File: src/rtl/bram_port_arbiter.sv
// bram_port_arbiter
// Round-robin arbiter sharing the single PL-side AXI BRAM port between two
// requester engines. The winning access is registered onto the BRAM port and
// read data is routed back with a per-requester valid strobe two edges after
// acceptance (one edge for the port register, one for the BRAM itself).
// Optional feature: define BRAM_ARB_LOCK_EN to add reqN_lock ports that let a
// requester keep the port across accesses (atomic read-modify-write).

module bram_port_arbiter #(
  parameter int ADDR_W = 13,
  parameter int DATA_W = 32
) (
  input  logic                clk,
  input  logic                reset,
  input  logic                req0_valid,
  input  logic [ADDR_W-1:0]   req0_addr,
  input  logic [DATA_W-1:0]   req0_wrdata,
  input  logic [DATA_W/8-1:0] req0_we,
  input  logic                req1_valid,
  input  logic [ADDR_W-1:0]   req1_addr,
  input  logic [DATA_W-1:0]   req1_wrdata,
  input  logic [DATA_W/8-1:0] req1_we,
`ifdef BRAM_ARB_LOCK_EN
  input  logic                req0_lock,
  input  logic                req1_lock,
`endif
  output logic                req0_ready,
  output logic                req1_ready,
  output logic                req0_rvalid,
  output logic                req1_rvalid,
  output logic [DATA_W-1:0]   rddata,
  output logic [ADDR_W-1:0]   bram_addr,
  output logic [DATA_W-1:0]   bram_wrdata,
  output logic [DATA_W/8-1:0] bram_we,
  input  logic [DATA_W-1:0]   bram_rddata
);

  localparam int WE_W = DATA_W / 8;

  // last_grant_q resets to 1 so requester 0 wins the first conflict
  logic              last_grant_q, last_grant_d;
  logic [ADDR_W-1:0] addr_q, addr_d;
  logic [DATA_W-1:0] wrdata_q, wrdata_d;
  logic [WE_W-1:0]   we_q, we_d;
  // read-return pipeline: stage 1 aligns with the BRAM port register,
  // stage 2 aligns with bram_rddata
  logic              s1_read_q, s1_read_d;
  logic              s1_id_q, s1_id_d;
  logic              s2_read_q, s2_read_d;
  logic              s2_id_q, s2_id_d;

  logic              elig0, elig1;
  logic              grant0, grant1;

`ifdef BRAM_ARB_LOCK_EN
  logic              lock_active_q, lock_active_d;
  logic              lock_id_q, lock_id_d;

  // a held lock masks the non-owner out of arbitration
  always_comb begin
    elig0 = req0_valid && !(lock_active_q && lock_id_q);
    elig1 = req1_valid && !(lock_active_q && !lock_id_q);
  end
`else
  // without locking every valid requester is eligible
  always_comb begin
    elig0 = req0_valid;
    elig1 = req1_valid;
  end
`endif

  // round-robin grant; grants are suppressed while reset is asserted
  always_comb begin
    grant0 = 1'b0;
    grant1 = 1'b0;
    if (!reset) begin
      if (elig0 && elig1) begin
        grant0 = last_grant_q;
        grant1 = !last_grant_q;
      end else begin
        grant0 = elig0;
        grant1 = elig1;
      end
    end
  end

  // next-state for the BRAM port register, grant history and return pipeline
  always_comb begin
    last_grant_d = last_grant_q;
    addr_d       = addr_q;
    wrdata_d     = wrdata_q;
    we_d         = '0;
    s1_read_d    = 1'b0;
    s1_id_d      = 1'b0;
    s2_read_d    = s1_read_q;
    s2_id_d      = s1_id_q;
    if (grant0) begin
      addr_d       = req0_addr;
      wrdata_d     = req0_wrdata;
      we_d         = req0_we;
      last_grant_d = 1'b0;
      s1_read_d    = (req0_we == '0);
      s1_id_d      = 1'b0;
    end else if (grant1) begin
      addr_d       = req1_addr;
      wrdata_d     = req1_wrdata;
      we_d         = req1_we;
      last_grant_d = 1'b1;
      s1_read_d    = (req1_we == '0);
      s1_id_d      = 1'b1;
    end
  end

`ifdef BRAM_ARB_LOCK_EN
  // an accepted access rewrites the lock: lock=1 claims it, lock=0 from the
  // owner releases it (a non-owner can never be accepted while it is held)
  always_comb begin
    lock_active_d = lock_active_q;
    lock_id_d     = lock_id_q;
    if (grant0) begin
      lock_active_d = req0_lock;
      lock_id_d     = 1'b0;
    end else if (grant1) begin
      lock_active_d = req1_lock;
      lock_id_d     = 1'b1;
    end
  end

  // lock state register
  always_ff @(posedge clk or posedge reset) begin
    if (reset) begin
      lock_active_q <= 1'b0;
      lock_id_q     <= 1'b0;
    end else begin
      lock_active_q <= lock_active_d;
      lock_id_q     <= lock_id_d;
    end
  end
`endif

  // state register; reset drops in-flight reads and any write still on the port
  always_ff @(posedge clk or posedge reset) begin
    if (reset) begin
      last_grant_q <= 1'b1;
      addr_q       <= '0;
      wrdata_q     <= '0;
      we_q         <= '0;
      s1_read_q    <= 1'b0;
      s1_id_q      <= 1'b0;
      s2_read_q    <= 1'b0;
      s2_id_q      <= 1'b0;
    end else begin
      last_grant_q <= last_grant_d;
      addr_q       <= addr_d;
      wrdata_q     <= wrdata_d;
      we_q         <= we_d;
      s1_read_q    <= s1_read_d;
      s1_id_q      <= s1_id_d;
      s2_read_q    <= s2_read_d;
      s2_id_q      <= s2_id_d;
    end
  end

  // output wiring
  always_comb begin
    req0_ready  = grant0;
    req1_ready  = grant1;
    req0_rvalid = s2_read_q && !s2_id_q;
    req1_rvalid = s2_read_q && s2_id_q;
    rddata      = bram_rddata;
    bram_addr   = addr_q;
    bram_wrdata = wrdata_q;
    bram_we     = we_q;
  end

endmodule

File: config.mk
export PLATFORM = sky130hd
export DESIGN_NAME = bram_port_arbiter
export DESIGN_NICKNAME = d
export VERILOG_FILES = /design/src/rtl/bram_port_arbiter.sv
export SDC_FILE = /design/constraint.sdc
export NUM_CORES = 1
export LEC_CHECK = 0
export CORE_MARGIN = 1
export CORE_UTILIZATION = 35
export CTS_BUF_LIST = sky130_fd_sc_hd__clkbuf_8
export DETAILED_ROUTE_END_ITERATION = 10
export HOLD_SLACK_MARGIN = 0.03
export PLACE_DENSITY = 0.82
export SLEW_MARGIN = 15
export SYNTH_ARGS = -nofsm -noshare
export SYNTH_HDL_FRONTEND = slang
export SYNTH_SLANG_ARGS = --single-unit
File: constraint.sdc
create_clock -name clk -period 2.9 [get_ports clk]
set_input_delay 0.435 -clock clk [delete_from_list [all_inputs] [get_ports clk]]
set_output_delay 0.435 -clock clk [all_outputs]
set_load 0.005 [all_outputs]
==> impl_results.md, run 1 <==
* CTS clk-pin slew, worst paths at 0.10 ns
* Synth Area in Simple Gates at 7.28%
* Startpoint Class: primary input
* Type of the worst setup path: primary input to primary output
* Cts hold-fix bufs at 0
* Ant diodes at 0
* Worst skew pair latency at 0.30 ns
* Slew Limit Fails at 0
* Final WS setup at 0.538 ns
* Status: finished, final reports clean
* R2R Path Start: last_grant_q
* Syn Inst Count at 325
* Area growth syn-to-layout at 49.0%
* Post-synthesis sequential area ratio at 45.0%
* Setup_tns at 0 ns
* CTS tree: built
* TritonRoute pass-1 iters at 4
* Htree depth at 2
* Worst Hold Launch: s1_id_q
* Clk buf depth at 2
* Final nets at 560
* Xor/xnor share of the synthesized area at 0%
* Class of the worst hold path: flop to flop
* Measured slew at the worst slew-check pin at 0.539 ns
* Placer Congestion at 0.863
* Clock Skew at 0.00738 ns
* Fmax at 0.423 GHz
* First-pass GRT wire length at 14400 um
* Crit. Startpoint: reset
* Net Sw Frac at 28.0%
* Top routing layer in use: met4
* GR Overflow Total at 0
* Lkg Pwr at 1.64 nW
* Synthesis-stage register bit count at 54
* Wire length on met3 at 634 um
* Critical path arrival at 1.93 ns
* Final setup fails at 0
* Commonest cells post-synth: dfrtp_1 (53), a31oi_1 (45), nor2_1 (45), o2111ai_1 (45), buf_4 (38)
* Final Hold Viols at 0
* Die ar. at 8970 sq um
* Fin crit period at 2.36 ns
* Initial DRC Count at 104
* Synth Flop Type: dfrtp_1
* Compound-Gate Fraction of Synth Area at 32.6%
* Vias at 3012
* Most common cell in the netlist: dfrtp_1
* Leading post-synthesis cells by cell area: dfrtp_1 (44%), o2111ai_1 (13%), buf_4 (9.5%)
* Logic pwr share at 31.2%
* Met2 routed WL at 4830 um
* Initial core utilization at 36.4%
* Sequential fraction of design power at 44.4%
* Rel. slew slack at 64.1%
* PD cells at 453 nW/um^2
* Antenna violations before repair at 0
* I/O Buffers at 154
* Metal-1 WL at 3770 um
* Chip width at 94.7 um
* DRC at 0
* Mux share of post-synthesis cell area at 0%
* Root Driver: clkbuf_8
* Wire per inst at 17.7 um
* Worst setup EP type: primary output
* Max-cap violations at 0
* Share of the synthesized area in the top cell type at 44.1%
* Internal power at 1.46 mW
* Core Area at 8260 sq um
* Detailed Route WL at 9430 um
* Post-synthesis cell area at 3010 sq um
* Asr flop ratio synth at 100%
* Num CTS Buffers at 5
* Post-synth EDFFs at 0
* Synth cell types at 27
* Post_cts resized at 0
* Total track usage at 20.7%
* Required @ worst endpoint at 2.47 ns
* Via-to-Cell Ratio at 5.66
* Total Power at 2.03 mW
* Post-Syn Nets at 459
* Die H at 94.7 um
* Row count at 33
* Layout cell share with drive strength beyond 1 at 6.32%
* Synth Area in Adders at 0%
* Clock power frac at 24.4%
* CTS sink cnt at 54
* Ys Warns at 0
* Max VDD drop at 193 uV
* Setup Fix Bufs, Post-CTS at 0
* Vias in the first global route at 2864
* RSZ-0062 raised after global routing: false
* Placed wire-length estimate at 6320 um
* Largest net degree at the start of global routing at 48
* Post-route ant nets at 0
* NetSw at 0.568 mW
* Post-synth top area cell: dfrtp_1
* Final period util at 81.5%
* Post-Place Worst Slack at 0.535 ns
* Synth Area per Inst at 9.25 sq um
* I/O pin total at 219
* CP Max Fanout at 5
* Largest family of logic cells by synthesized area: compound AO/OA/AOI/OAI gates
[layout by cell type, fill, tap and decap left out]
| cell type | count |
|---|---|
| inv_1 | 2 |
| or4_1 | 1 |
| o21ba_4 | 1 |
| clkbuf_8 | 8 |
| buf_12 | 3 |
| a21o_1 | 1 |
| buf_2 | 1 |
| buf_4 | 8 |
| nor3_1 | 1 |
| dfstp_2 | 1 |
| nor2b_4 | 1 |
| nor2_1 | 45 |
| nor2_2 | 1 |
| a211oi_2 | 1 |
| nor4_1 | 1 |
| o21ai_0 | 16 |
| nor2b_1 | 1 |
| clkdlybuf4s50_1 | 153 |
| o2111ai_1 | 45 |
| a211oi_1 | 1 |
| and2_1 | 1 |
| clkinv_2 | 1 |
| o21bai_1 | 1 |
| o21ai_1 | 29 |
| nand2b_2 | 1 |
| dfrtp_1 | 53 |
| a22o_1 | 4 |
| a31oi_1 | 45 |
[final cells by class]
cell class / count / area, sq um
clock buffers: 8 / 110
multi-input cells: 197 / 1220
fillers: 760 / 3780
repair buffers: 165 / 1660
flip-flops and latches: 54 / 1350
inverters: 3 / 12.5
well taps: 105 / 131
[worst paths after layout]
path                              endpoint  slack, ns  depth (start not counted)
setup / recovery                req0_ready       0.54                          4
hold / removal                     s2_id_q       0.36                          0
setup reg to reg           bram_wrdata[11]       1.35                          3
hold reg to reg                    s2_id_q       0.36                          0
max in group asynchronous     last_grant_q       1.77                          3
min in group asynchronous   bram_wrdata[6]       0.56                          2
[worst max-delay path: stages]
cell	delay [ns]
clkdlybuf4s50_1	0.50
nand2b_2	0.23
nor2_2	0.21
clkdlybuf4s50_1	0.54
[stage by stage]
| stage | hold WS [ns] | instances | utilization [%] | instance area, sq um |
|---|---|---|---|---|
| after detailed placement | 0.341 | 524 | 52.9 | 4370 |
| after CTS | 0.363 | 532 | 54.2 | 4480 |
| final | 0.362 | 532 | 54.2 | 4480 |
| after global placement | 0.337 | 524 | 52.9 | 4370 |
| after global routing | 0.366 | 532 | 54.2 | 4480 |
| after floorplan | 0.331 | 325 | - | 3010 |
[power groups by stage]
stage	clock network, mW	registers (mW)	logic, mW
2_1_floorplan	0	0.920	0.273
3_3_place_gp	0	0.914	0.627
3_5_place_dp	0	0.917	0.635
4_1_cts	0.509	0.902	0.638
5_1_grt	0.532	0.914	0.692
6_report	0.494	0.901	0.633
[cell families after synthesis]
group | count (synthesis)
AO/OA/AOI/OAI | 144
flip-flops | 54
AND/OR/NAND/NOR | 53
buffers and inverters | 74
[sequential cells by signal (all words and copies together), names as in the netlist]
register and cells:
bram_wrdata 32, bram_addr 13, bram_we 4, last_grant_q 1, s1_id_q 1, s1_read_q 1, s2_id_q 1, s2_read_q 1
[layer usage]
metal  track usage, %  vias to the layer above
li1                 -                     1407
met4             8.08                        0
met3             3.86                       20
met2             36.8                      139
met1             24.5                     1446
met5                0                        -
Note: power is estimated with default switching activity, not from simulation.
==> run 2, diff against run 1 <==
--- a/config.mk
+++ b/config.mk
@@ -6,11 +6,11 @@
 export NUM_CORES = 1
 export LEC_CHECK = 0
 export CORE_MARGIN = 1
-export CORE_UTILIZATION = 35
+export CORE_UTILIZATION = 32
 export CTS_BUF_LIST = sky130_fd_sc_hd__clkbuf_8
 export DETAILED_ROUTE_END_ITERATION = 10
 export HOLD_SLACK_MARGIN = 0.03
-export PLACE_DENSITY = 0.82
+export PLACE_DENSITY = 0.79
 export SLEW_MARGIN = 15
 export SYNTH_ARGS = -nofsm -noshare
 export SYNTH_HDL_FRONTEND = slang
==> constraint.sdc (replaced) <==
create_clock -name clk -period 2 [get_ports clk]
set_input_delay 0.3 -clock clk [delete_from_list [all_inputs] [get_ports clk]]
set_output_delay 0.3 -clock clk [all_outputs]
set_load 0.005 [all_outputs]
==> run 2 against run 1 <==
- non-clock buffer count increased by 3
- flip-flop and latch count unchanged
- register-to-register slack got worse by 0.90 ns
- clock skew decreased by 0.0017 ns
- wire length increased by 1.4%
- die area increased by 9.2%
- global-route usage decreased by 1.1 points
- via count increased by 0.76%
- critical path depth unchanged
- hold slack got worse by 0.015 ns
- combinational power increased by 47%
- utilization decreased by 5.0 points
- critical endpoint unchanged
==> impl_results.md, run 2 (synthesized netlist as in run 1, its figures left out) <==
* Status: finished, final reports clean
* Met1 usage at 22.5%
* Vias in the first global route at 3100
* Commonest non-fill, non-tap cell in the layout: clkdlybuf4s50_1
* Gr busiest metal: met2
* Die H at 98.9 um
* Number of fill cells at 848
* CTS sink cnt at 54
* Measured slew at the worst slew-check pin at 0.530 ns
* Rel. slew slack at 64.7%
* Initial DRC Count at 122
* First-pass GRT wire length at 15300 um
* Detailed Route WL at 9560 um
* RSZ-0062 raised after global routing: false
* Largest incremental delay on the critical path at 0.50 ns
* Cts hold-fix bufs at 0
* Via-to-Cell Ratio at 5.61
* Worst-path cell chain: clkdlybuf4s50_1, nand2b_2, nor2_2, clkdlybuf4s50_1
* Antenna violations before repair at 0
* Most frequent cells in the layout: clkdlybuf4s50_1 (152), dfrtp_1 (53), o2111ai_1 (45), nor2_1 (45), a31oi_1 (45)
* Clock power frac at 20.4%
* Final period util at 94.8%
* Total Power at 2.81 mW
* Core Area at 9150 sq um
* Slew Limit Fails at 0
* Post-route ant nets at 0
* Sequential fraction of design power at 46.6%
* Met2 Usage GRT at 35.4%
* Placed wire-length estimate at 6560 um
* Layout cell share with drive strength beyond 1 at 6.28%
* Max-cap violations at 0
* Routing usage on met3 at 3.12%
* Initial core utilization at 32.9%
* Worst skew pair latency at 0.30 ns
* TritonRoute pass-1 iters at 5
* CTS tree: built
* Net Sw Frac at 28.5%
* Final Hold Viols at 0
* Clk buf depth at 2
* Flop2flop setup slack at 0.45 ns
* Vias at 3035
* Largest register FFs at 32
* Largest net degree at the start of global routing at 59
* Class of the worst hold path: flop to flop
* Worst setup EP type: primary output
* NetSw at 0.802 mW
* DRC at 0
* Max VDD drop at 213 uV
* Final nets at 563
* I/O pin total at 219
* Most Frequent Cell on Critical Path: clkdlybuf4s50_1
* I/O Buffers at 154
* GR Overflow Total at 0
* Setup_tns at 0 ns
* Area growth syn-to-layout at 49.9%
* Chip width at 98.9 um
* Root Driver: clkbuf_8
* Die ar. at 9790 sq um
* Type of the worst setup path: primary input to primary output
* CTS clk-pin slew, worst paths at 0.09 ns
* Internal power at 2.01 mW
* Placer Congestion at 0.737
* Critical path arrival at 1.60 ns
* Htree depth at 2
* Row count at 35
* Logic pwr share at 33.0%
* Final setup fails at 0
* Fmax at 0.527 GHz
* Slowest cell on crit path: clkdlybuf4s50_1
* Num CTS Buffers at 5
* Wire per inst at 17.7 um
* PD cells at 624 nW/um^2
* Lkg Pwr at 1.67 nW
* Required @ worst endpoint at 1.70 ns
* CP Max Fanout at 3
* Fin crit period at 1.90 ns
* Startpoint Class: primary input
* Clock Skew at 0.00568 ns
* Ant diodes at 0
* Register area at 1350 sq um
* Total track usage at 19.6%
* Multi-input logic area at 1220 sq um
[run 2: cell count changes in the layout (fill, tap and decap cells not counted), sizes merged]
cell           change
clkdlybuf4s50      -1
dlymetal6s2s       +1
inv                +3
buf                +3
clkbuf             -3
[run 2: metal layers]
metal | share of wire [%] | vias to the layer above
met5 | 0 | -
met2 | 51 | 121
met3 | 5.8 | 43
li1 | - | 1415
met4 | 3.5 | 0
met1 | 39 | 1456
[run 2: worst max-delay path, delay by kind of cell]
family / cells / cell delay, ns
buffers and inverters: 2 / 0.95
and+or+nand+nor: 2 / 0.34
[run 2: worst paths after layout]
check                                   to          from  depth (start not counted)
max                             req0_ready         reset                          4
min                                s2_id_q       s1_id_q                          0
max reg2reg                bram_wrdata[25]  last_grant_q                          3
min reg2reg                        s2_id_q       s1_id_q                          0
max in group asynchronous     last_grant_q         reset                          4
min in group asynchronous    bram_addr[12]         reset                          3
[run 2: cell type report]
class / instances / area share, %
clock buffers: 5 / 1.53
clock inverters: 3 / 0.250
inverters: 3 / 0.278
multi-input cells: 197 / 27.0
flip-flops and latches: 54 / 30.0
well taps: 111 / 3.08
repair buffers: 168 / 37.9
[run 2: metrics by stage]
stage	hold WS, ns	util (%)	setup slack, ns	instances	instance area (sq um)
after floorplan	0.331	-	0.292	325	3010
after global placement	0.333	48.3	0.0973	533	4420
after detailed placement	0.336	48.3	0.0669	533	4420
after CTS	0.348	49.2	0.0716	541	4500
after global routing	0.378	49.2	0.0534	541	4510
final	0.347	49.2	0.103	541	4510
[run 2: what timing repair did]
action	4_1_cts	5_1_grt
setup buffers	0	0
setup endpoints to repair	0	1
gates resized for setup	0	1
endpoints found under the hold margin	0	0
[run 2: power groups by stage]
stage                     sequential [mW]  clock, mW  combinational, mW
after detailed placement             1.33          0              0.937
after CTS                            1.31      0.604              0.943
after floorplan                      1.33          0              0.395
after global routing                 1.33      0.649               1.01
final                                1.31      0.574              0.930
after global placement               1.33          0              0.922
==> run 3, diff against run 2 <==
--- a/config.mk
+++ b/config.mk
@@ -10,6 +10,7 @@
 export CTS_BUF_LIST = sky130_fd_sc_hd__clkbuf_8
 export DETAILED_ROUTE_END_ITERATION = 10
 export HOLD_SLACK_MARGIN = 0.03
+export MAX_ROUTING_LAYER = met4
 export PLACE_DENSITY = 0.79
 export SLEW_MARGIN = 15
 export SYNTH_ARGS = -nofsm -noshare
==> run 3 against run 2 <==
- cell count unchanged
- clock power about the same
- critical path depth unchanged
==> impl_results.md, run 3 (synthesized netlist as in run 1, its figures left out) <==
* Post-route ant nets at 0
* Max-cap violations at 0
* I/O pin total at 219
* Row count at 35
* NetSw at 0.801 mW
* Final setup fails at 0
* Area growth syn-to-layout at 49.9%
* Critical path arrival at 1.60 ns
* Most frequent cells in the layout: clkdlybuf4s50_1 (152), dfrtp_1 (53), o2111ai_1 (45), nor2_1 (45), a31oi_1 (45)
* Htree depth at 2
* Setup Fix Bufs, Post-CTS at 0
* Detailed Route WL at 9570 um
* Clk buf depth at 2
* CP Max Fanout at 3
* Core Area at 9150 sq um
* Lkg Pwr at 1.67 nW
* Fmax at 0.527 GHz
* Post-Place Worst Slack at 0.0669 ns
* Largest register FFs at 32
* Max VDD drop at 211 uV
* Final WS setup at 0.103 ns
* Layout cell share with drive strength beyond 1 at 6.28%
* Antenna violations before repair at 0
* Worst skew pair latency at 0.29 ns
* Final Hold Viols at 0
* Setup_tns at 0 ns
* CTS clk-pin slew, worst paths at 0.09 ns
* Placed wire-length estimate at 6560 um
* Rel. slew slack at 64.2%
* Status: finished, final reports clean
* Cts hold-fix bufs at 0
* Clock Skew at 0.00584 ns
* Worst setup EP type: primary output
* Largest incremental delay on the critical path at 0.50 ns
* Logic pwr share at 33.1%
* Final period util at 94.8%
* Worst-path cell chain: clkdlybuf4s50_1, nand2b_2, nor2_2, clkdlybuf4s50_1
* Die H at 98.9 um
* Die ar. at 9790 sq um
* Sequential fraction of design power at 46.6%
* Vias at 3005
* First-pass GRT wire length at 15400 um
* Via-to-Cell Ratio at 5.55
* Fin crit period at 1.90 ns
* I/O Buffers at 154
* Largest net degree at the start of global routing at 59
* Wire per inst at 17.7 um
* Worst hold slack at 0.347 ns
* Placer Congestion at 0.746
* DRC at 0
* Chip width at 98.9 um
* Slowest cell on crit path: clkdlybuf4s50_1
* Slew Limit Fails at 0
* GR Overflow Total at 0
* Vias in the first global route at 3093
* CTS tree: built
* Most Frequent Cell on Critical Path: clkdlybuf4s50_1
* Final nets at 563
* Required @ worst endpoint at 1.70 ns
* Total Power at 2.81 mW
* PD cells at 624 nW/um^2
* Commonest non-fill, non-tap cell in the layout: clkdlybuf4s50_1
* RSZ-0062 raised after global routing: false
* Class of the worst hold path: flop to flop
* Startpoint Class: primary input
* Type of the worst setup path: primary input to primary output
* Ant diodes at 0
* TritonRoute pass-1 iters at 6
* Num CTS Buffers at 5
* Measured slew at the worst slew-check pin at 0.537 ns
* Clock power frac at 20.3%
* CTS sink cnt at 54
* Total track usage at 20.2%
* Net Sw Frac at 28.5%
* Internal power at 2.01 mW
* Root Driver: clkbuf_8
* Initial core utilization at 32.9%
* Initial DRC Count at 122
-- run 3: critical path: cells and delay by family --
kind | cells | cell delay [ns]
buffers and inverters | 2 | 0.95
and+or+nand+nor | 2 | 0.34
-- run 3: per-stage QoR --
step	instances	util [%]	area, sq um
after detailed placement	533	48.3	4420
after global placement	533	48.3	4420
after CTS	541	49.2	4500
after global routing	541	49.2	4510
final	541	49.2	4510
after floorplan	325	-	3010
-- run 3: power by group through the flow --
stage	combinational, mW	clock, mW	sequential [mW]
floorplan	0.395	0	1.33
global placement	0.922	0	1.33
detailed placement	0.937	0	1.33
CTS	0.943	0.604	1.31
global route	1.01	0.652	1.33
finish	0.931	0.571	1.31
-- run 3: layout make-up --
cell class / instances / area (sq um)
Sequential cell: 54 / 1350
Fill cell: 848 / 4650
Inverter: 3 / 12.5
Clock inverter: 3 / 11.3
Tap cell: 111 / 139
Clock buffer: 5 / 68.8
Multi-Input combinational cell: 197 / 1220
Timing Repair Buffer: 168 / 1710
-- run 3: timing repair --
item | 4_1_cts | 5_1_grt
endpoints found under the setup margin | 0 | 1
endpoints found under the hold margin | 0 | 0
gates resized for setup | 0 | 1
-- run 3: worst paths after layout --
path | startpoint | to | slack (ns) | depth (start not counted)
max in group asynchronous | reset | last_grant_q | 1.13 | 4
worst max-delay path | reset | req0_ready | 0.10 | 4
worst min register to register | s1_id_q | s2_id_q | 0.35 | 0
worst max register to register | last_grant_q | bram_wrdata[25] | 0.44 | 3
min in group asynchronous | reset | bram_addr[12] | 0.40 | 3
worst min-delay path | s1_id_q | s2_id_q | 0.35 | 0
-- run 3: routing by layer --
layer | global-route usage [%] | vias up | wire length, um
met1 | 22.8 | 1449 | 3910
met5 | - | - | 0
met3 | 2.77 | 40 | 452
met2 | 35.3 | 105 | 4900
li1 | - | 1411 | -
met4 | 9.64 | 0 | 310
